### src/rtl/imem_boot_loader.sv
// Instruction-memory boot loader: takes a length-prefixed byte stream, packs big-endian
// words into instruction memory from address 0 and releases the CPU once the image is in.
module imem_boot_loader #(
    parameter int ADDR_W = 8,
    parameter int DEPTH  = 256
) (
    input  logic              clk,
    input  logic              reset,
    input  logic              start,
    input  logic [7:0]        rx_data,
    input  logic              rx_valid,
    output logic              rx_ready,
    output logic              imem_we,
    output logic [ADDR_W-1:0] imem_addr,
    output logic [31:0]       imem_wdata,
    output logic              cpu_hold,
    output logic              busy,
    output logic              done,
    output logic              error
);

    typedef enum logic [2:0] {IDLE, LEN_HI, LEN_LO, DATA, DONE, ERROR} state_t;

    state_t      state;
    logic [7:0]  len_hi;
    logic [15:0] n_words;
    logic [17:0] byte_cnt;
    logic [15:0] word_idx;
    logic [31:0] asm_word;

    logic        xfer;
    logic [15:0] n_next;
    logic [17:0] byte_cnt_nx;
    logic [31:0] word_nx;

    assign xfer        = rx_valid & rx_ready;
    assign n_next      = {len_hi, rx_data};
    assign byte_cnt_nx = byte_cnt + 18'd1;
    assign word_nx     = {asm_word[23:0], rx_data};

    always_ff @(posedge clk) begin
        if (!reset) begin
            state      <= IDLE;
            len_hi     <= 8'd0;
            n_words    <= 16'd0;
            byte_cnt   <= 18'd0;
            word_idx   <= 16'd0;
            asm_word   <= 32'd0;
            rx_ready   <= 1'b0;
            imem_we    <= 1'b0;
            imem_addr  <= '0;
            imem_wdata <= 32'd0;
            cpu_hold   <= 1'b1;
            busy       <= 1'b0;
            done       <= 1'b0;
            error      <= 1'b0;
        end else begin
            imem_we <= 1'b0;
            case (state)
                IDLE: begin
                    if (start) begin
                        state    <= LEN_HI;
                        rx_ready <= 1'b1;
                        busy     <= 1'b1;
                    end
                end
                LEN_HI: begin
                    if (xfer) begin
                        len_hi <= rx_data;
                        state  <= LEN_LO;
                    end
                end
                LEN_LO: begin
                    if (xfer) begin
                        n_words  <= n_next;
                        byte_cnt <= 18'd0;
                        word_idx <= 16'd0;
                        asm_word <= 32'd0;
                        if (n_next == 16'd0) begin
                            state    <= DONE;
                            done     <= 1'b1;
                            cpu_hold <= 1'b0;
                            busy     <= 1'b0;
                            rx_ready <= 1'b0;
                        end else if ({1'b0, n_next} > 17'(DEPTH)) begin
                            state    <= ERROR;
                            error    <= 1'b1;
                            busy     <= 1'b0;
                            rx_ready <= 1'b0;
                        end else begin
                            state <= DATA;
                        end
                    end
                end
                DATA: begin
                    if (xfer) begin
                        asm_word <= word_nx;
                        byte_cnt <= byte_cnt_nx;
                        // Fourth byte of a word completes it; write lands the following cycle.
                        if (byte_cnt[1:0] == 2'd3) begin
                            imem_we    <= 1'b1;
                            imem_addr  <= word_idx[ADDR_W-1:0];
                            imem_wdata <= word_nx;
                            word_idx   <= word_idx + 16'd1;
                        end
                        if (byte_cnt_nx == {n_words, 2'b00})
                            rx_ready <= 1'b0;
                    end
                    // word_idx has already advanced past the word being written.
                    if (imem_we && word_idx == n_words) begin
                        state    <= DONE;
                        done     <= 1'b1;
                        cpu_hold <= 1'b0;
                        busy     <= 1'b0;
                    end
                end
                DONE, ERROR: begin
                    if (start) begin
                        state    <= LEN_HI;
                        rx_ready <= 1'b1;
                        busy     <= 1'b1;
                        done     <= 1'b0;
                        error    <= 1'b0;
                        cpu_hold <= 1'b1;
                    end
                end
                default: state <= IDLE;
            endcase
        end
    end

endmodule

### config.mk
export PLATFORM = sky130hd
export DESIGN_NAME = imem_boot_loader
export DESIGN_NICKNAME = d
export VERILOG_FILES = /design/src/rtl/imem_boot_loader.sv
export SDC_FILE = /design/constraint.sdc
export NUM_CORES = 1
export LEC_CHECK = 0
export BUFFER_PORTS_ARGS = -buffer_cell sky130_fd_sc_hd__buf_2
export CORE_ASPECT_RATIO = 1.75
export CORE_MARGIN = 2
export CORE_UTILIZATION = 50
export CTS_CLUSTER_DIAMETER = 30
export DETAILED_ROUTE_END_ITERATION = 16
export PLACE_DENSITY = 0.75
export SETUP_SLACK_MARGIN = 0.05
export SLEW_MARGIN = 40
export SYNTH_ARGS = -nofsm -noshare
export SYNTH_HDL_FRONTEND = slang
export SYNTH_SLANG_ARGS = --single-unit
### constraint.sdc
create_clock -name clk -period 3 [get_ports clk]
set_input_delay 0.9 -clock clk [delete_from_list [all_inputs] [get_ports clk]]
set_output_delay 0.9 -clock clk [all_outputs]
set_load 0.02 [all_outputs]
; Yosys cells after proc, flatten, opt, wreduce, memory -nomap -nowiden
; Cells that the tools add are included.
; Widths: inputs -> output; s select.
[word_totals]
latchBits = 0
out_inout_bits = 46
elab_cells = 97
input_bits = 12
ram_bits = 0
rom_bits = 0
reg_bits = 131
n_memories = 0
[op_classes]
add_sub_neg = 2
bitwise_logic = 1
n_lt_le_gt_ge = 1
n_shift = 0
reduce_logical = 20
n_mul = 0
n_mux = 39
eq_ne = 20
n_div = 0
[op_table]
columns = op, n
row1 = $mux 16, 3
row2 = $mux 24, 2
row3 = $pmux 24 s2, 1
row4 = $mux 18, 2
row5 = $pmux 18 s2, 1
row6 = $pmux 16 s2, 1
row7 = $ne 2x2->1 const B, 10
row8 = $add 18x1->18 const B, 1
row9 = $eq 18x18->1, 1
row10 = $mux 3, 6
row11 = $mux 1, 17
row12 = $add 16x1->16 const B, 1
row13 = $eq 16x16->1, 1
row14 = $gt 16x9->1 const B, 1
row15 = $logic_not 16->1, 1
row16 = $reduce_and 5->1, 3
row17 = $pmux 1 s3, 4
row18 = $pmux 3 s4, 1
row19 = $reduce_and 3->1, 3
row20 = $reduce_and 4->1, 2
row21 = $eq 3x2->1 const B, 2
row22 = $eq 3x3->1 const B, 2
row23 = $reduce_and 6->1, 1
row24 = $reduce_bool 3->1, 2
row25 = other kinds (12), 14

; Logic depth before layout (Yosys ltp)
[logic_depth]
ltp_word = 5
mapped_depth = 8
mapped_depth_nobuf = 7

; Worst setup path after synthesis
; No wires, ideal clock.
[synth_timing]
path_kind = input -> register
startpoint = in rx_valid
endpoint = reg word_idx[15]
path_slack_ps = 658
t_arrival_ps = 2214
n_path_buf = 1
setup_ps = 128
t_required_ps = 2872
stages = 7
path_cell_list = clkbuf_2 -> nand4b_4 -> a21oi_2 -> nand4_2 -> nor4_1 -> xnor2_1 -> nor2_1
[synth_between]
elab_chain_cells = 3
word_cells_on_any_way = 4
classes_between = eq/ne (2) / bitwise (1) / reduce/logical (1)
[synth_lines]
columns = item, line_no
row1 = start: declaration, 11  ; input logic rx_valid,
row2 = $and 1x1->1 (*), 36  ; assign xfer = rx_valid & rx_ready;
row3 = $ne 2x2->1 (no line), -
row4 = $reduce_and 4->1 (no line) (*), -
row5 = end signal: assignment, 104  ; word_idx <= word_idx + 16'd1;
row6 = end: declaration, 28  ; logic [15:0] word_idx;
; Every way passes the cells marked *; elsewhere a longest branch is shown, timed or not.
; A chain may end at the register's enable or synchronous reset.

; Worst setup path after layout
[layout_timing]
startpoint = reg byte_cnt[0]
endpoint = reg rx_ready
[layout_between]
elab_chain_cells = 4
[layout_lines]
columns = item, line_no
row1 = start: declaration, 27  ; logic [17:0] byte_cnt;
row2 = start signal: assignment, 98  ; byte_cnt <= byte_cnt_nx;
row3 = $add 18x1->18, 38  ; assign byte_cnt_nx = byte_cnt + 18'd1;
row4 = $eq 18x18->1, 106  ; if (byte_cnt_nx == {n_words, 2'b00})
row5 = $ne 2x2->1 (no line), -
row6 = $reduce_and 6->1 (no line), -
row7 = end signal: assignment, 49  ; rx_ready <= 1'b0;
row8 = end signal: assignment, 107  ; rx_ready <= 1'b0;
row9 = end signal: assignment, 120  ; rx_ready <= 1'b1;
row10 = end: declaration, 12  ; output logic rx_ready,
; No other way between the ends.

==> results.yml <==
outcome:
  status: "finished, final reports clean"
synth:
  synth_edf_count: 0
  syn_nets: 723
  syn_inst: 708
  synth_cell_type_count: 50
  yosys_register_bits: 131
  syn_avg_cell_area_sq_um: 8.15
  synthArstFlopShare_pct: 0
  syn_area_sq_mm: 0.00577
  ys_seq_area_share_pct: 45.4
  ys.flop_type: "dfxtp_1"
  ys.warnings.count: 0
pwr:
  internal-power_uw: 3100
  power_leakage_uw: 0.00245
  clkPwrFrac_pct: 47.1
  power_density_mw_per_mm2: 624
  power_frac_seq_pct: 44.4
  power_switching_uw: 1080
  peakVddDrop_v: 0.000469
  swShare_pct: 25.9
  power_frac_comb_pct: 8.6
clock_tree:
  cts.hold.buffers_added: 0
  cts_buffers: 17
  post_cts_buffers: 0
  insertion_delay_ns: 0.41
  cts_tree: "built"
  cts.sinks: 131
  h-tree-depth: 4
  clk_pin_slew_ns: 0.06
  cts_resized: 0
  root_buffer: "clkbuf_16"
  clockBufferDepth: 2
critical_path:
  path_buf_inv: 0
  critPathRequiredTime_ns: 3.28
  cpMaxStageDelayCell: "nor4_1"
  cp_top_family: "simple AND/OR/NAND/NOR gates"
  worstSetupPathType: "flop to flop"
  worstPathCellList: "ha_1, nand4_1, nor4_1, mux2_2, a2111oi_0, a31oi_1"
  critPathMaxFanout: 7
  arrival_ns: 2.79
  cpPeakStageDelay_ns: 0.48
  startpoint_type: "flop"
  ff2ff_setup_slack_ns: 0.49
  end_kind: "flop"
placement:
  io_buffer_count: 57
  placed_cell_area_sq_mm: 0.00614
  place_congestion: 0.959
  dp_hpwl_microns: 10900
sta:
  skew_ns: 0.0109
  min_period_ns: 2.51
  hold_viol: 0
  setup_tns_ns: 0
  rsz0062_at_grt: "false"
  fin_crit_sh_pct: 83.6
  drv_slew: 0
  max_freq_mhz: 399
  slew_headroom_pct: 58.1
  setup_viol: 0
  fin_hold_ws_ns: 0.446
  tightest_slew_ns: 0.612
die:
  boundaryPins: 58
  die_area_sq_mm: 0.0125
  num_rows: 51
  start_util_pct: 51.7
  core_region_area_sq_mm: 0.0112
  die_h_microns: 146
  die_width_microns: 85.2
routing:
  final_antenna_net_count: 0
  drc: 0
  avgRoutedWirePerCell_microns: 17.3
  dr.pass1.iters: 6
  via_count: 5166
  drt_iter0_drc: 360
  wirelength_microns: 15500
  via_per_inst: 5.78
global_route:
  grt-ovfl-total: 0
  antenna_found_initial: 0
  grt_pass1_vias: 5219
  grt_pass1_wl_microns: 25400
  grt_util_all_layers_pct: 25.6
  grt_max_degree: 80
cells_and_area:
  n_antenna_cell: 0
  area_growth_pct: 16.1
  finalInstanceArea_sq_mm: 0.00670
  mostFrequentLayoutCells: "dfxtp_1 (131), nand2_1 (130), a21oi_1 (83), nor2_1 (73), buf_2 (57)"
  layout_commonest_cell: "dfxtp_1"
  drive_gt1_share_pct: 15.0
  final_nets: 765
min_path:
  hold_class: "flop to flop"
run:
  cap_viol_max_count: 0
==> registers in the layout, summed over array words and instances (netlist names) <==
name	count
cpu_hold	1
word_idx	16
asm_word	24
len_hi	8
error	1
done	1
byte_cnt	18
rx_ready	1
imem_we	1
busy	1
n_words	16
imem_addr	8
state	3
imem_wdata	32
==> area by class of cell <==
cell class | instances | area (sq um)
clock inverters | 11 | 105
repair buffers | 70 | 395
flip-flops and latches | 131 | 2620
inverters | 10 | 37.5
fillers | 948 | 4460
clock buffers | 20 | 457
well taps | 132 | 165
multi-input cells | 520 | 2920
==> cells in the mapped netlist, types with 2 or more instances <==
master | count | share of area [%]
or3_1 | 5 | 0.54
a22oi_1 | 26 | 3.4
or2_2 | 2 | 0.22
dfxtp_1 | 131 | 45
a211oi_1 | 2 | 0.26
o21ai_0 | 15 | 1.3
clkbuf_1 | 33 | 2.1
nand3b_1 | 3 | 0.39
nand2b_1 | 3 | 0.33
and2_1 | 5 | 0.54
a31oi_1 | 3 | 0.33
nor4_1 | 11 | 1.2
nand2_1 | 130 | 8.5
mux2i_1 | 10 | 1.7
inv_1 | 10 | 0.65
o21a_1 | 2 | 0.26
nor2_1 | 75 | 4.9
buf_1 | 3 | 0.20
and4_1 | 2 | 0.30
nand4_1 | 14 | 1.5
xor2_1 | 12 | 1.8
and3_1 | 4 | 0.43
nor3_1 | 22 | 1.9
nor2b_1 | 4 | 0.43
buf_2 | 9 | 0.78
ha_1 | 3 | 0.65
a21oi_1 | 83 | 7.2
nand3_1 | 15 | 1.3
xnor2_1 | 40 | 6.1
a21o_1 | 10 | 1.3
a2111oi_0 | 2 | 0.30
==> routing by layer <==
layer,part of all wire (%),track usage [%]
met1,38,26.9
met2,53,45.5
met5,0,0
met3,3.9,4.75
met4,5.4,16.4
==> final timing paths <==
path                    start       end  depth (start not counted)
setup / recovery  byte_cnt[0]  rx_ready                          6
hold / removal           done      done                          2
setup reg to reg  byte_cnt[0]  rx_ready                          6
hold reg to reg          done      done                          2
==> per-stage QoR <==
step | worst slack [ns] | util [%] | power (uW) | cells
after detailed placement | 0.478 | 55.0 | 2240 | 863
final | 0.492 | 60.0 | 4180 | 894
after global placement | 0.518 | 55.0 | 2230 | 863
after floorplan | 0.658 | - | 2120 | 708
after global routing | 0.276 | 60.0 | 4320 | 894
after CTS | 0.499 | 60.0 | 4200 | 894
==> tightest hold or removal path: stages (launching register included) <==
cell and delay, ns:
dfxtp_1 0.30, inv_1 0.05, a21oi_1 0.05
==> power by group through the flow <==
stage / clock network, uW / logic, uW / registers (uW)
finish: 1970 / 358 / 1860
CTS: 2000 / 352 / 1850
global route: 2070 / 383 / 1860
global placement: 0 / 337 / 1890
detailed placement: 0 / 350 / 1890
floorplan: 0 / 251 / 1870
==> cell families (layout without fill, tap and decap cells) <==
family	Yosys count	in the layout	synth area share, %
compound gates	149	149	15.2
xor+xnor	52	52	7.89
fa+ha+maj	3	3	0.650
buf+inv	57	111	4.05
flops	131	131	45.4
mux	12	12	2.19
simple gates	304	304	24.6
Note: power is estimated with default switching activity, not from simulation.
